**config.mk**
```make
export PLATFORM = sky130hd
export DESIGN_NAME = debounce_fsm
export DESIGN_NICKNAME = d
export VERILOG_FILES = /design/src/rtl/debounce_fsm.sv
export SDC_FILE = /design/constraint.sdc
export NUM_CORES = 1
export LEC_CHECK = 0
export CORE_MARGIN = 4
export CORE_UTILIZATION = 44
export CTS_CLUSTER_SIZE = 8
export DETAILED_ROUTE_END_ITERATION = 12
export PLACE_DENSITY = 0.69
export SLEW_MARGIN = 5
export SYNTH_ARGS = -nofsm -noshare
export SYNTH_HDL_FRONTEND = slang
export SYNTH_SLANG_ARGS = --single-unit
```
**constraint.sdc**
```tcl
create_clock -name clk -period 1.7 [get_ports clk]
set_clock_uncertainty 0.2 [all_clocks]
set_input_delay 0.34 -clock clk [delete_from_list [all_inputs] [get_ports clk]]
set_output_delay 0.34 -clock clk [all_outputs]
set_load 0.02 [all_outputs]
```
**src/rtl/debounce_fsm.sv**
```systemverilog
// Two-flop synchroniser plus a four-state debouncer that accepts a level change only
// after it has stayed stable for STABLE_TICKS delay_tick pulses; also counts accepted presses.
module debounce_fsm #(
    parameter int STABLE_TICKS = 3,
    parameter int CNT_W        = 8
) (
    input  logic             clk,
    input  logic             reset,
    input  logic             sw,
    input  logic             delay_tick,
    input  logic             clr,
    output logic             db_level,
    output logic             rise_tick,
    output logic             fall_tick,
    output logic [CNT_W-1:0] press_count
);

    // state | meaning
    // ZERO  | debounced level 0, input agrees
    // WAIT1 | level 0, input high, counting stable ticks towards ONE
    // ONE   | debounced level 1, input agrees
    // WAIT0 | level 1, input low, counting stable ticks towards ZERO

    localparam int TW = $clog2(STABLE_TICKS + 1);
    localparam logic [TW-1:0] LAST_TICK = TW'(STABLE_TICKS - 1);

    typedef enum logic [1:0] {
        ZERO  = 2'b00,
        WAIT1 = 2'b01,
        ONE   = 2'b11,
        WAIT0 = 2'b10
    } state_t;

    state_t        state, state_next;
    logic [TW-1:0] tick_cnt, cnt_next;
    logic          sw_s1, sw_s;
    logic          rise_next, fall_next, db_next;

    always_comb begin
        state_next = state;
        cnt_next   = tick_cnt;
        rise_next  = 1'b0;
        fall_next  = 1'b0;
        case (state)
            ZERO: begin
                if (sw_s) begin
                    state_next = WAIT1;
                    cnt_next   = '0;
                end
            end
            WAIT1: begin
                // a reversal aborts the wait even when a tick arrives in the same cycle
                if (!sw_s) begin
                    state_next = ZERO;
                end else if (delay_tick) begin
                    if (tick_cnt == LAST_TICK) begin
                        state_next = ONE;
                        cnt_next   = '0;
                        rise_next  = 1'b1;
                    end else begin
                        cnt_next = tick_cnt + 1'b1;
                    end
                end
            end
            ONE: begin
                if (!sw_s) begin
                    state_next = WAIT0;
                    cnt_next   = '0;
                end
            end
            WAIT0: begin
                if (sw_s) begin
                    state_next = ONE;
                end else if (delay_tick) begin
                    if (tick_cnt == LAST_TICK) begin
                        state_next = ZERO;
                        cnt_next   = '0;
                        fall_next  = 1'b1;
                    end else begin
                        cnt_next = tick_cnt + 1'b1;
                    end
                end
            end
            default: begin
                state_next = ZERO;
                cnt_next   = '0;
            end
        endcase
        db_next = (state_next == ONE) || (state_next == WAIT0);
    end

    always_ff @(posedge clk) begin
        if (reset) begin
            sw_s1       <= 1'b0;
            sw_s        <= 1'b0;
            state       <= ZERO;
            tick_cnt    <= '0;
            db_level    <= 1'b0;
            rise_tick   <= 1'b0;
            fall_tick   <= 1'b0;
            press_count <= '0;
        end else begin
            sw_s1     <= sw;
            sw_s      <= sw_s1;
            state     <= state_next;
            tick_cnt  <= cnt_next;
            db_level  <= db_next;
            rise_tick <= rise_next;
            fall_tick <= fall_next;
            if (clr) begin
                press_count <= '0;
            end else if (rise_next) begin
                press_count <= press_count + 1'b1;
            end
        end
    end

endmodule

```
After elaboration in Yosys (flattened, before gate mapping)
Index checks and enable logic that the tools add are counted.

operators by class
  add/sub/neg operators = 2
  equal/unequal tests = 10
  mux-type cells = 20
  bitwise gates (word level) = 1
  reductions and logical operators = 5

operators with widths
  operator                                                          count
  2-bit 2-to-1 mux                                                  14
  2-bit one-hot mux with 4 select lines                             2
  2-bit == test (second input constant)                             5
  8-bit by 1-bit adder with 8-bit output (second input constant)    1
  2-bit inequality test (second input constant)                     4
  1-bit 2-to-1 mux                                                  4
  4-bit AND reduction                                               1
  3-bit OR reduction                                                1
  2-bit by 1-bit adder with 2-bit output (second input constant)    1
  2-bit by 1-bit == test with 1-bit output (second input constant)  1
  2-bit zero test                                                   1
  2-bit OR reduction                                                1
  1-bit logical OR                                                  1
  1-bit inverter                                                    1

word-level totals
  register bits after elaboration = 17

Longest topological paths before layout
  depth in word-level cells = 7
  gate-level depth with buffers = 5
  mapped depth without buffers = 5

Worst setup path before layout
OpenSTA, ideal clock, no wires.

  kind = register to register
  start = register, netlist name db_level
  end = register press_count[5]
  arrival = 1.598 ns
  slack = -0.168 ns
  stages on the path, launching flop included = 6
  period minus slack after synthesis = 1.868 ns
  path through = dfxtp_1 inv_1 ha_1 nand4b_2 or4_1 a21oi_1

RTL lines
  item                  line  RTL
  to (signal assigned)  113   press_count <= press_count + 1'b1;
  to (decl)             15    output logic [CNT_W-1:0] press_count

Worst setup path in the final report
  start = register state[0]
  end = register state[0]

between the ends
  word-level cells in the longest chain between the ends = 4
  elaborated cells on any way between the ends = 13

RTL lines
  item                                        line    RTL
  from (decl)                                 34      state_t state, state_next;
  from (signal assigned)                      105     state <= state_next;
  2-bit 2-to-1 mux, on equally long branches  75, 56
  2-bit 2-to-1 mux, on equally long branches  74, 55
  2-bit 2-to-1 mux, on equally long branches  72, 53
  2-bit one-hot mux with 4 select lines (*)   44      case (state)

Mark *: on every way between the ends. The rest lies on a longest branch, timed or not.
A chain may end at the register's enable or synchronous reset.

==> metrics.md <==
| Metric | Value |
|---|---|
| Status | complete, no violations |
| Slowest cell on crit path | or3_4 |
| Starting Density | 47.30% |
| Crit path max fanout | 4 |
| Die H | 51.55 µm |
| #FFs+latches synth | 16 |
| CP Class | flop to flop |
| Antenna violations before repair | 0 |
| Crit path max-delay family | simple AND/OR/NAND/NOR gates |
| Cells after Synth | 92 |
| Post-DRT Antenna Nets | 0 |
| Startpoint Class | flop |
| CTS tree | done |
| Lkg Pwr | between 0.5 and 0.6 nW |
| Clock Sinks | 16 |
| Critical path depth | 5 |
| Mapped Nets | 103 |
| Synthesized cell area | 834.6 µm² |
| Clock-pin transition on the worst setup and hold timing paths | 0.09 ns |
| Worst Hold Slack | 0.2519 ns |
| Post-Syn Area per Cell | 9.071 µm² |
| Critical path cell sequence | buf_4, ha_2, or3_4, o221ai_2, a41oi_2 |
| Hold Path Class | flop to flop |
| Synth area leaders | dfxtp_1, ha_1, a21oi_1 |
| CP Capture Type | flop |
| Most common cell in the netlist | dfxtp_1 |
| Req. time, crit path | 1.66 ns |
| IO buf count | 15 |
| CTS Root Cell | clkbuf_4 |
| GP Congestion | about 0.81 |
| Ranking of synthesized cells by instance count | dfxtp_1, a21oi_1, o21ai_0, ha_1 |
| Hold Violations, Final | 0 |
| Worst-Margin Slew | 0.2585 ns |
| Die area | 2657 µm² |
| Area Overhead vs Synth | 49.33% |
| Peak VDD IR | 0.4117 mV |
| Congestion Overflow GR | 0 |
| Starting DRC count in detailed routing | 28 |
| Synth Warn # | 0 |
| Worst path bufs/invs | 1 |
| R2R cell count | 5 |
| Final Max Slew Viols | 0 |
| TritonRoute pass-1 iters | 4 |
| EDFF count, synth | 0 |
| Cts bufs inserted | 3 |
| Via Count | 869 |
| First-pass GRT wire length | about 3300 µm |
| Worst skew pair latency | 0.28 ns |
| Hold path cells | 1 |
| Final Util | 70.64% |
| Std cell rows | 15 |
| Slowest stage delay, CP | 0.38 ns |
| Share of the synthesized area in the top cell type | 38.38% |
| DP HPWL | 1525 µm |
| Overall Global Routing Usage | 16.05% |
| Die X | around 52 µm |
| Final Cycle Share | 97.37% |
| Number of vias per cell | 5.680 |
| Post-CTS Hold Fix Bufs | 0 |
| Yosys cell types | 30 |
| Async SR Flop Fraction | 0% |
| PwrDens | 490.0 nW/µm² |
| Area leader, netlist | dfxtp_1 |
| N_diodes | 0 |
| Fmax | 604.1 MHz |
| Tmin final | 1.655 ns |
| Share of cells above drive strength 1 | between 20% and 30% |
| Slew HR | 82.77% |
| DRT Wirelength | 2083 µm |
| # setup viols final | 0 |
| Cells after DPL | 147 |
| RSZ-0062 raised after global routing | true |
| Max-cap violation count | 0 |
| DRC | 0 |
| Routed len/inst | 13.61 µm |
| Cell Count, Final, Fillers Out | 153 |
| Layout net count | 141 |
| Top FF cell, synth | dfxtp_1 |
| IO Count | 16 |
| H-tree levels | 1 |
| Post-synthesis sequential area ratio | a little under two fifths |
| WP data arrival | 1.61 ns |
| Vias in the first global route | 750 |
| Core area | approximately 1800 µm² |
| Largest net degree at the start of global routing | 12 |
| Maximum clock insertion buffer count | 2 |
[power breakdown]
part	internal [mW]	total, mW	switching, mW
Combinational	0.0212	0.0395	0.0183
Clock	0.0822	0.195	0.113
Sequential	0.374	0.376	0.00216
[cells by family (layout without fill, tap and decap cells)]
group	after synthesis	count (layout)	share of synthesized area, %
fa+ha+maj	6	6	8.995
compound gates	27	27	21.14
flops	16	16	38.38
buf+inv	7	43	3.148
simple gates	35	35	27.14
mux	1	1	1.199
[cell type report]
cell class / instances / area [µm²]
Multi-Input combinational cell: 69 / 549.3
Fill cell: 149 / 518.0
Sequential cell: 16 / 327.8
Timing Repair Buffer: 36 / 297.8
Tap cell: 25 / 31.28
Clock buffer: 3 / 22.52
Inverter: 4 / 17.52
[worst register-to-register path, cell delays in order, from the launching register on]
cell and delay [ns]:
dfxtp_4 0.37, buf_4 0.15, ha_2 0.19, or3_4 0.38, o221ai_2 0.20, a41oi_2 0.05
[metrics by stage]
step	cell area (µm²)	power, mW	setup slack, ns	setup TNS, ns
4_1_cts	1172	0.6164	0.0002569	0
3_3_place_gp	1154	0.4237	-0.2102	-1.678
5_1_grt	1246	0.6481	-0.005456	-0.008777
2_1_floorplan	848.3	0.4033	0.006992	0
3_5_place_dp	1154	0.4241	-0.2114	-1.719
6_report	1246	0.6107	0.04477	0
[layer usage]
layer / track usage (%) / up-vias / share of wire (%)
li1: - / 426 / -
met1: 21.59 / 409 / 41
met2: 25.85 / 30 / 50
met3: 4.298 / 4 / 7.1
met4: 3.057 / 0 / 1.4
met5: 0 / - / 0
[sequential cells by signal, indices dropped and copies added, names as in the netlist]
register,count
db_level,1
rise_tick,1
sw_s,1
sw_s1,1
fall_tick,1
tick_cnt,2
state,1
press_count,8
[what timing repair did]
item | 4_1_cts | 5_1_grt
buffers inserted | 0 | 3
gates resized for setup | 14 | 11
pin swaps | 0 | 7
endpoints found under the setup margin | 16 | 7
[layout by cell type, fill, tap and decap left out, drive strengths merged, types with 4 or more instances in the layout]
cell / instances
nand4: 5
buf: 21
a21oi: 8
ha: 6
o21ai: 7
inv: 4
dfxtp: 16
nor2b: 4
clkdlybuf4s50: 4
dlygate4sd2: 11
or3: 5
[final timing paths]
path	slack, ns	start	to
worst max-delay path	0.04	state[0]$_SDFF_PP0_	state[0]$_SDFF_PP0_
worst min-delay path	0.25	sw_s1$_SDFF_PP0_	sw_s$_SDFF_PP0_
worst min register to register	0.25	sw_s1$_SDFF_PP0_	sw_s$_SDFF_PP0_
worst max register to register	0.04	state[0]$_SDFF_PP0_	state[0]$_SDFF_PP0_
Note: power is estimated with default switching activity, not from simulation.
